--- src/rtl/secret_file_loader.sv ---
// ---------------------------------------------------------------------------
// secret_file_loader
//
// Host-side writer for the 7-bit word-shift display controller. Bytes from the
// host are mapped to display words and stored locally. Once a message is
// committed (buffer full, or flush with data), the words are bit-banged to the
// controller pins one per two cycles. The loader then drives 7'h7F playback
// strobes while the next message collects.
//
// Optional build macro:
//   SECRET_FILE_ASCII_FOLD_EN - fold ASCII 0x60..0x7E to uppercase before
//                               mapping; 0x7F maps to blank.
//
// Ports:
//   clk       in   1  system clock
//   rst_n     in   1  asynchronous active-low reset
//   in_valid  in   1  host byte valid
//   in_ready  out  1  loader accepts a byte this cycle
//   in_data   in   8  bit7=1: raw column word [5:0]; bit7=0: ASCII character
//   flush     in   1  commit a partial message (padded with blanks)
//   play_en   in   1  enable playback strobes while in PLAY
//   out_clk   out  1  controller pin clock (controller samples on rising edge)
//   out_din   out  7  controller 7-bit data pins
//   busy      out  1  high while words are being sent
//
// state | meaning
// ------+---------------------------------------------------------------
// IDLE  | after reset; pins quiet (0), collecting the first message
// SEND  | shifting WORD_COUNT words out, phase A (clk low) / B (clk high)
// PLAY  | data pins at 7'h7F, pin clock toggles when play_en; collecting
// ---------------------------------------------------------------------------
module secret_file_loader #(
    parameter int WORD_COUNT = 20
) (
    input  logic       clk,
    input  logic       rst_n,
    input  logic       in_valid,
    output logic       in_ready,
    input  logic [7:0] in_data,
    input  logic       flush,
    input  logic       play_en,
    output logic       out_clk,
    output logic [6:0] out_din,
    output logic       busy
);

    localparam int IW = (WORD_COUNT > 1) ? $clog2(WORD_COUNT) : 1;
    localparam int WW = $clog2(WORD_COUNT + 1);
    localparam logic [6:0] BLANK  = 7'h40;
    localparam logic [6:0] STROBE = 7'h7F;

    typedef enum logic [1:0] {
        S_IDLE = 2'd0,
        S_SEND = 2'd1,
        S_PLAY = 2'd2
    } state_t;

    state_t         state_q, state_d;
    logic [WW-1:0]  widx_q, widx_d;
    logic [IW-1:0]  sidx_q, sidx_d;
    logic           phase_q, phase_d;
    logic           out_clk_d;
    logic [6:0]     out_din_d;
    logic           in_ready_d;
    logic           busy_d;
    logic [6:0]     slot_q [WORD_COUNT];

    logic           accept;
    logic           commit;
    logic [6:0]     mapped;
    logic [6:0]     entry_word;
    logic [6:0]     next_word;
    logic [WW-1:0]  next_slot;

    // Blank (7'h40) is the fallback so that no data word can ever equal the
    // 7'h7F playback strobe: '_' would otherwise map to {1, 6'h3F}.
    function automatic logic [6:0] map_byte(input logic [7:0] b);
        logic [6:0] c;
        logic [6:0] sub;
        logic [6:0] w;
        c   = b[6:0];
        w   = BLANK;
`ifdef SECRET_FILE_ASCII_FOLD_EN
        if (c >= 7'h60 && c <= 7'h7E) begin
            c = c - 7'h20;
        end
`endif
        sub = c - 7'h20;
        if (b[7]) begin
            w = {1'b0, b[5:0]};
        end else if (c >= 7'h20 && c <= 7'h5E) begin
            w = {1'b1, sub[5:0]};
        end
        return w;
    endfunction

    assign accept = in_valid && in_ready;
    assign mapped = map_byte(in_data);

    // widx==WORD_COUNT only occurs with in_ready low, so no byte can be lost.
    assign commit = (widx_q == WW'(WORD_COUNT)) ||
                    (flush && (accept || (widx_q != '0)));

    // Slot 0 bypasses the buffer when it is being written on the commit edge
    // itself (flush together with the first byte).
    assign entry_word = (widx_q == '0) ? mapped : slot_q[0];

    assign next_slot = WW'(sidx_q) + WW'(1);
    assign next_word = (next_slot < widx_q) ? slot_q[next_slot[IW-1:0]] : BLANK;

    always_comb begin
        state_d   = state_q;
        widx_d    = widx_q;
        sidx_d    = sidx_q;
        phase_d   = phase_q;
        out_clk_d = 1'b0;
        out_din_d = out_din;

        if (accept) begin
            widx_d = widx_q + WW'(1);
        end

        case (state_q)
            S_IDLE: begin
                out_din_d = 7'h00;
                if (commit) begin
                    state_d   = S_SEND;
                    sidx_d    = '0;
                    phase_d   = 1'b0;
                    out_din_d = entry_word;
                end
            end
            S_SEND: begin
                if (!phase_q) begin
                    phase_d   = 1'b1;
                    out_clk_d = 1'b1;
                end else if (sidx_q == IW'(WORD_COUNT - 1)) begin
                    // Clock drops on this edge, so the strobe value is
                    // presented only while the pin clock is low.
                    state_d   = S_PLAY;
                    widx_d    = '0;
                    phase_d   = 1'b0;
                    out_din_d = STROBE;
                end else begin
                    sidx_d    = sidx_q + IW'(1);
                    phase_d   = 1'b0;
                    out_din_d = next_word;
                end
            end
            S_PLAY: begin
                out_din_d = STROBE;
                if (commit) begin
                    // Phase A drives the clock low, so any high phase in
                    // progress completes its full cycle first.
                    state_d   = S_SEND;
                    sidx_d    = '0;
                    phase_d   = 1'b0;
                    out_din_d = entry_word;
                end else begin
                    out_clk_d = play_en && !out_clk;
                end
            end
            default: begin
                state_d = S_IDLE;
            end
        endcase

        in_ready_d = (state_d != S_SEND) && (widx_d < WW'(WORD_COUNT));
        busy_d     = (state_d == S_SEND);
    end

    always_ff @(posedge clk or negedge rst_n) begin
        if (!rst_n) begin
            state_q  <= S_IDLE;
            widx_q   <= '0;
            sidx_q   <= '0;
            phase_q  <= 1'b0;
            out_clk  <= 1'b0;
            out_din  <= 7'h00;
            in_ready <= 1'b0;
            busy     <= 1'b0;
        end else begin
            state_q  <= state_d;
            widx_q   <= widx_d;
            sidx_q   <= sidx_d;
            phase_q  <= phase_d;
            out_clk  <= out_clk_d;
            out_din  <= out_din_d;
            in_ready <= in_ready_d;
            busy     <= busy_d;
        end
    end

    always_ff @(posedge clk or negedge rst_n) begin
        if (!rst_n) begin
            for (int i = 0; i < WORD_COUNT; i++) begin
                slot_q[i] <= BLANK;
            end
        end else if (accept) begin
            slot_q[widx_q[IW-1:0]] <= mapped;
        end
    end

endmodule

--- config.mk ---
export PLATFORM = sky130hd
export DESIGN_NAME = secret_file_loader
export DESIGN_NICKNAME = d
export VERILOG_FILES = /design/src/rtl/secret_file_loader.sv
export SDC_FILE = /design/constraint.sdc
export NUM_CORES = 1
export LEC_CHECK = 0
export ABC_CLOCK_PERIOD_IN_PS = 4360
export CORE_MARGIN = 8
export CORE_UTILIZATION = 40
export CTS_CLUSTER_DIAMETER = 80
export DETAILED_ROUTE_END_ITERATION = 6
export SLEW_MARGIN = 20
export SYNTH_ARGS = -nofsm -noshare
export SYNTH_HDL_FRONTEND = slang
export SYNTH_SLANG_ARGS = --single-unit
--- constraint.sdc ---
create_clock -name clk -period 4.36 [get_ports clk]
set_clock_uncertainty 0.2 [all_clocks]
set_input_delay 0.872 -clock clk [delete_from_list [all_inputs] [get_ports clk]]
set_output_delay 0.872 -clock clk [all_outputs]
set_load 0.03 [all_outputs]
-- Word level (Yosys, flattened, before mapping)
Cells that the tools add are included.
- add/sub/neg operators: 3
- multipliers: 0
- div/mod/pow operators: 0
- $lt $le $gt $ge: 7
- equal/unequal tests: 9
- shift operators: 0
- muxes and demuxes: 32
- bitwise logic cells: 2
- reduce and logical (&&, ||, !) cells: 18
- operators with widths (cell ; count):
    140-bit bitwise mux ; 1
    7-bit two-way mux ; 10
    7-bit binary-select mux with 5-bit select ; 1
    7-bit demux with 5-bit select ; 1
    5-bit two-way mux ; 7
    7-bit one-hot mux with 3 select lines ; 1
    6-bit >= comparator (second input constant) ; 2
    5-bit inverter with 6-bit output ; 2
    5-bit by 1-bit adder with 5-bit output (second input constant) ; 2
    5-bit == test (second input constant) ; 2
    5-bit one-hot mux with 2 select lines ; 1
    7-bit by 6-bit >= comparator with 1-bit output (second input constant) ; 1
    7-bit <= comparator (second input constant) ; 1
    1-bit logical AND ; 6
    6-bit by 1-bit less-than comparator with 1-bit output (second input constant) ; 1
    2-bit two-way mux ; 3
    6-bit two-way mux ; 1
    6-bit subtractor (second input constant) ; 1
    5-bit zero test ; 1
    5-bit less-than comparator ; 1
    5-bit less-than comparator (second input constant) ; 1
    5-bit nonzero test ; 1
    2-bit by 1-bit == test with 1-bit output (second input constant) ; 2
    2-bit by 1-bit inequality test with 1-bit output (second input constant) ; 2
    other kinds (13) ; 19
- bits in registers: 163
- bits in latches: 0
- memory bits (writable): 0
- bits in read-only memories: 0
- input port bits: 13
- output and inout port bits: 10
- logic and storage cells: 99
- memories: 0

-- Depth between registers and ports, before layout
Gate-level depths: netlist of the first run.
- word-level depth: 9
- depth in mapped cells: 12
- depth with buffers taken out: 11

-- Worst setup path before layout of the first run
OpenSTA, ideal clock, no wires.
- path kind: register to register
- start point: reg sidx_q[1]
- end point: reg out_din[4]
- library setup time: 0.088 ns
- arrival time: 3.031 ns
- required time: 4.072 ns
- slack: 1.041 ns
- stages on the path, launching flop included: 12
- buffers on the path: 1
- period minus slack after synthesis: 3.319 ns
- cells stage by stage: dfrtp_1 > ha_1 > buf_2 > xnor2_2 > clkinv_1 > ha_1 > a21oi_1 > o21ai_1 > o41ai_4 > nand2_1 > or4_1 > a41oi_1
- cells in the longest elaborated chain, start to end: 9
- elaborated cells between the ends (all ways): 11
- those cells by class: 1 x add/sub; 1 x order compare; 1 x eq/ne; 7 x mux; 1 x bitwise
- RTL lines (what ; RTL line ; RTL):
    from (decl) ; 60 ; logic [IW-1:0] sidx_q, sidx_d;
    from (signal assigned) ; 185 ; sidx_q <= sidx_d;
    5-bit by 1-bit adder with 5-bit output ; 108 ; assign next_slot = WW'(sidx_q) + WW'(1);
    5-bit inverter with 6-bit output (implied by the code) ; 109 ; assign next_word = (next_slot < widx_q) ? slot_q[next_slot[IW-1:0]] : BLANK;
    7-bit binary-select mux with 5-bit select ; 109 ;
    7-bit two-way mux (implied by the code) (2 in a row) ; 109 ;
    7-bit two-way mux ; 109 ;
    7-bit two-way mux * ; 137 ; end else if (sidx_q == IW'(WORD_COUNT - 1)) begin
    7-bit two-way mux * ; 134 ; if (!phase_q) begin
    7-bit one-hot mux with 3 select lines * ; 123 ; case (state_q)
    to (signal assigned) ; 188 ; out_din <= out_din_d;
    to (decl) ; 43 ; output logic [6:0] out_din,
Mark *: on every way between the ends. The rest lies on a longest branch, timed or not. The select of a mux whose other input is x is not followed.
A chain may end at the register's enable or synchronous reset.

-- Worst setup path after layout of the first run
Ends and elaborated chain as after synthesis.

==> results_dict.tcl, run 1 <==
set metrics [dict create \
    fmax_mhz 265 \
    final_cell_mix "nand2_1 (187), o21ai_0 (157), dfrtp_1 (142)" \
    use_met2_pct 27.4 \
    postCtsSetupRepairBufs 0 \
    synth_fp_nets 812 \
    drive_gt1_share_pct 13.5 \
    async_flop_share_pct 100 \
    start_util_pct 41.0 \
    antenna_left 0 \
    synth_top_area_cell "dfrtp_1" \
    seq_area_um2 4110 \
    antenna_found_initial 0 \
    clk_pin_slew_ns 0.06 \
    use_met1_pct 25.0 \
    drc 0 \
    gp_congestion 0.952 \
    num_vias 5845 \
    start_kind "flop" \
    path_cells "ha_2, xnor2_2, clkinv_1, ha_1, a21oi_1, o21ai_1, o41ai_4, nand2_1, or4_1, a41oi_1" \
    avgSynthCellArea_um2 10.2 \
    track_usage_pct 18.3 \
    synth_seq_area_share_pct 51.3 \
    path_class "flop to flop" \
    die_y_um 157 \
    ys_ff_latch 163 \
    hold_violations 0 \
    cts.root.buffer_cell "clkbuf_16" \
    holdBufCountCts 0 \
    routedWlPerCell_um 19.9 \
    cts_max_path_buffers 2 \
    first_pass_iters 6 \
    multi_input_area_um2 3610 \
    insertion_delay_ns 0.44 \
    num_rows 51 \
    htree_levels 4 \
    relSlewSlack_pct 49.3 \
    slowest_stage "or4_1" \
    grt_pass1_vias 5762 \
    crit_fanout 11 \
    diodes 0 \
    tightest_slew_ns 0.755 \
    hold_class "input pin to asynchronous set/reset pin" \
    cap_violations 0 \
    yosysWarningCount 0 \
    io_buffer_count 22 \
    cp_data_required_time_ns 4.51 \
    netlist_area_um2 8010 \
    dieArea_um2 24800 \
    routed_wl_um 21200 \
    fin_ws_ns 0.579 \
    rsz0062_at_grt "false" \
    vias_per_cell 5.49 \
    holdWs_ns 0.272 \
    path_delay_family "compound AO/OA/AOI/OAI gates" \
    nNetsFinal 813 \
    final_common_cell "nand2_1" \
    use_met3_pct 4.14 \
    p_leak_uw 0.00383 \
    totalPowerFinal_uw 5940 \
    ios 23 \
    end_kind "flop" \
    fill_cells 1878 \
    syn2layout_area_growth_pct 12.9 \
    place_ws_ns 0.668 \
    status "finished, final reports clean" \
    netlist_instances 786 \
    grt_max_degree 75 \
    synth-edff-count 0 \
    final_util_pct 46.3 \
    ys_types 63 \
    fin_crit_ns 3.78 \
    die_x_um 157 \
    core_um2 19500 \
    powerDensity_nw_per_um2 657 \
    drv_slew 0 \
    grt_first_pass_wirelength_um 33900 \
    drt-initial-drc-count 356 \
    gr-total-overflow 0 \
    clock-sinks 163 \
    arrival_ns 3.93 \
    setup_violations 0 \
    synth-main-ff-cell "dfrtp_1" \
    synth_top_area_share_pct 44.7 \
    busiest_layer "met2" \
    cts_tree "yes" \
    path_buf_inv 1 \
    hpwl_um 14600 \
    vdd_ir_drop_max_mv 0.294 \
    slowest_delay_ns 0.53 \
    finalSetupTns_ns 0 \
    cts_made_buffers 17 \
    layout_worst_path_cycle_share_pct 86.7 \
    synthTopCellsByArea "dfrtp_1 (45%), o21ai_0 (9.8%), nand2_1 (8.8%), mux4_2 (8.7%), dfstp_2 (6.6%)" \
    ctsResizeCount 0 \
]
-- power breakdown --
part           internal [uW]  switching, uW
combinational            925           1360
clock                    892            623
sequential              1880            268
-- final timing paths --
check	start	to	slack (ns)	depth (start not counted)
setup / recovery	sidx_q[1]	out_din[4]	0.58	10
hold / removal	rst_n	widx_q[2]	0.27	1
setup reg to reg	sidx_q[1]	out_din[4]	0.58	10
hold reg to reg	slot_q[51]	slot_q[51]	0.27	2
max in group asynchronous	rst_n	slot_q[48]	2.80	2
min in group clk	slot_q[51]	slot_q[51]	0.27	2
-- stage by stage --
step                      cell area, um2  std cells
after floorplan                     8010        786
after global placement              8450       1033
after detailed placement            8450       1033
after CTS                           9040       1064
after global routing                9040       1064
final                               9040       1064
-- layout make-up --
| type | count | share of cell area (%) |
|---|---|---|
| multi-input combinational | 555 | 40.0 |
| clock buffer | 21 | 5.20 |
| sequential | 163 | 45.4 |
| inverter | 12 | 0.498 |
| timing repair buffer | 38 | 3.92 |
| clock inverter | 10 | 1.34 |
| tap | 265 | 3.67 |
-- synth_stat cells, types with 2 or more instances --
cell type / number
mux4_1: 6
nor3_1: 9
nor2_1: 20
mux4_2: 31
a21oi_1: 20
a32o_1: 4
xor2_1: 2
clkbuf_1: 41
o221ai_1: 4
inv_1: 10
nand3b_1: 5
buf_4: 5
a21o_1: 4
xnor2_1: 4
dfrtp_1: 143
nor2b_1: 6
nand4_1: 3
o211ai_1: 2
nand4b_1: 2
buf_2: 6
mux2i_1: 5
buf_1: 2
o21a_1: 2
nand2b_1: 3
nand3_1: 6
o21ai_0: 157
clkinv_1: 2
and3b_1: 2
nand2_1: 187
o311ai_0: 2
nor3b_1: 2
a31oi_1: 4
nor4_1: 3
and3_1: 10
ha_1: 13
o21ai_1: 2
o32ai_1: 2
and2_1: 7
o31ai_1: 3
dfstp_2: 20
a221oi_1: 2
or3_1: 2
-- sequential cells by signal, summed over array words and instances, names as in the netlist --
| register | count |
|---|---|
| slot_q | 140 |
| out_din | 7 |
| sidx_q | 5 |
| widx_q | 5 |
| state_q | 2 |
| busy | 1 |
| in_ready | 1 |
| out_clk | 1 |
| phase_q | 1 |
-- per-layer routing --
layer	vias up	share of wire [%]
met5	-	0
met2	139	45
met4	0	2.8
met1	2877	48
li1	2790	-
met3	39	4.6
-- cell families after synthesis --
| family | Yosys count | synth area share (%) |
|---|---|---|
| compound gates | 220 | 15.7 |
| xor+xnor | 7 | 0.860 |
| fa+ha+maj | 13 | 2.03 |
| buf+inv | 68 | 3.81 |
| flops | 163 | 51.3 |
| mux | 43 | 11.5 |
| simple gates | 272 | 14.9 |
(Power assumes the default switching activity.)
==> run 2: changes to the inputs <==
--- a/config.mk
+++ b/config.mk
@@ -7,8 +7,9 @@
 export LEC_CHECK = 0
 export ABC_CLOCK_PERIOD_IN_PS = 4360
 export CORE_MARGIN = 8
-export CORE_UTILIZATION = 40
+export CORE_UTILIZATION = 32
 export CTS_CLUSTER_DIAMETER = 80
+export CTS_CLUSTER_SIZE = 12
 export DETAILED_ROUTE_END_ITERATION = 6
 export SLEW_MARGIN = 20
 export SYNTH_ARGS = -nofsm -noshare
==> run 2 against run 1 <==
- count of clock-buffer cells in the layout shrank 1
- first-iteration DRC count grew 67%
- cell count grew 6.1%
- utilization shrank 9.7 points
- design area grew 0.82%
==> results_dict.tcl, run 2 (same netlist as run 1, synthesis figures left out) <==
set metrics [dict create \
    status "finished, final reports clean" \
    crit_fanout 11 \
    ios 23 \
    final_common_cell "nand2_1" \
    slowest_stage "o41ai_4" \
    stdcell_count 1129 \
    gr-total-overflow 0 \
    io_buffer_count 22 \
    p_leak_uw 0.00382 \
    hold_start "slot_q[53]" \
    num_vias 5922 \
    r2r-end "out_din[4]" \
    antenna_found_initial 0 \
    cts_max_path_buffers 2 \
    switching_share_pct 38.3 \
    path_buf_inv 1 \
    arrival_ns 3.93 \
    totalPowerFinal_uw 5920 \
    cts_tree "yes" \
    first_pass_iters 5 \
    grt_max_degree 86 \
    track_usage_pct 14.4 \
    fin_crit_ns 3.79 \
    setup_violations 0 \
    drc 0 \
    place_area_um2 8540 \
    die_y_um 174 \
    clock-sinks 163 \
    rrSetupSlack_ns 0.57 \
    regMostFlops "slot_q" \
    cts_made_buffers 17 \
    postCtsSetupRepairBufs 0 \
    hpwl_um 14200 \
    diodes 0 \
    routedWlPerCell_um 18.7 \
    vdd_ir_drop_max_mv 0.333 \
    layout_worst_path_cycle_share_pct 86.8 \
    cap_violations 0 \
    cts.root.buffer_cell "clkbuf_16" \
    grt_first_pass_wirelength_um 34100 \
    rsz0062_at_grt "false" \
    ctsResizeCount 0 \
    antenna_left 0 \
    fin_area_um2 9110 \
    htree_levels 4 \
    core_um2 24900 \
    place_ws_ns 0.668 \
    r2r_cells 9 \
    fill_cells 2461 \
    rr_startpoint "sidx_q[1]" \
    drive_gt1_share_pct 13.5 \
    nNetsFinal 812 \
    tightest_slew_ns 0.810 \
    routed_wl_um 21100 \
    dieArea_um2 30300 \
    fin_ws_ns 0.574 \
    syn2layout_area_growth_pct 13.8 \
    vias_per_cell 5.25 \
    grt_pass1_vias 5878 \
    hold_class "flop to flop" \
    end_kind "flop" \
    multi_input_area_um2 3610 \
    final_cell_mix "nand2_1 (187), o21ai_0 (157), dfrtp_1 (142)" \
    holdBufCountCts 0 \
    powerDensity_nw_per_um2 650 \
    relSlewSlack_pct 45.4 \
    largest_registers "slot_q (140), out_din (7)" \
    slowest_delay_ns 0.58 \
    clock_power_share_pct 24.9 \
    drv_slew 0 \
    drt-initial-drc-count 596 \
    hold_depth 2 \
    path_class "flop to flop" \
    sequentialPowerShare_pct 36.2 \
    p_switching_uw 2270 \
    cp_data_required_time_ns 4.50 \
    finalSetupTns_ns 0 \
    path_delay_family "simple AND/OR/NAND/NOR gates" \
    seq_area_um2 4110 \
    clk_pin_slew_ns 0.06 \
    largest_reg_flops 140 \
    start_kind "flop" \
    gp_congestion 0.905 \
    pwr-share-comb_pct 38.8 \
    p_int_uw 3650 \
    path_cells "ha_2, nand3_1, xor2_1, clkinv_1, ha_1, o41ai_4, nand2_1, or4_1, a41oi_1" \
    hold_violations 0 \
    hold_end "slot_q[53]" \
    fmax_mhz 264 \
    num_rows 58 \
    place_inst 1097 \
    die_x_um 174 \
    insertion_delay_ns 0.43 \
    start_util_pct 32.2 \
]
## run 2: worst max-delay path by stage
stage	from	endpoint	slack [ns]	cells past startpoint
detailed placement	sidx_q[1]	out_din[4]	0.67	9
finish	sidx_q[1]	out_din[4]	0.57	9
global route	sidx_q[1]	out_din[4]	0.13	9
global placement	sidx_q[1]	out_din[4]	0.77	9
CTS	sidx_q[1]	out_din[4]	0.63	9
floorplan	sidx_q[1]	out_din[4]	1.04	11
## run 2: worst reg2reg max path: cells and delay by family, from the launching register on
family                   cells  cell delay, ns
AO/OA/AOI/OAI                2            0.80
buffers and inverters        1            0.34
flip-flops                   1            0.43
adder cells (fa/ha/maj)      2            0.68
AND/OR/NAND/NOR              3            0.86
XOR/XNOR                     1            0.41
## run 2: through the flow
stage	hold slack, ns	util (%)
2_1_floorplan	0.242	-
3_3_place_gp	0.255	34.3
3_5_place_dp	0.266	34.3
4_1_cts	0.281	36.6
5_1_grt	0.297	36.6
6_report	0.275	36.6
## run 2: cell type report
| cell class | instances | share of cell area, % |
|---|---|---|
| clock buffer | 20 | 5.01 |
| clock inverter | 12 | 1.35 |
| inverter | 12 | 0.494 |
| multi-input combinational | 555 | 39.6 |
| sequential | 163 | 45.0 |
| tap | 330 | 4.53 |
| timing repair buffer | 37 | 3.94 |
## run 2: power by group through the flow
stage	registers (uW)	clock network [uW]	logic, uW
floorplan	2130	0	1610
global placement	2150	0	2250
detailed placement	2160	0	2270
CTS	2140	1500	2290
global route	2190	1570	2540
finish	2150	1480	2300
## run 2: metal layers
layer,vias to the layer above,GRT usage (%),wire length [um]
met5,-,0,0
met4,0,4.92,470
met3,28,3.60,1030
met2,139,21.6,9710
met1,2964,19.8,9920
li1,2791,-,-
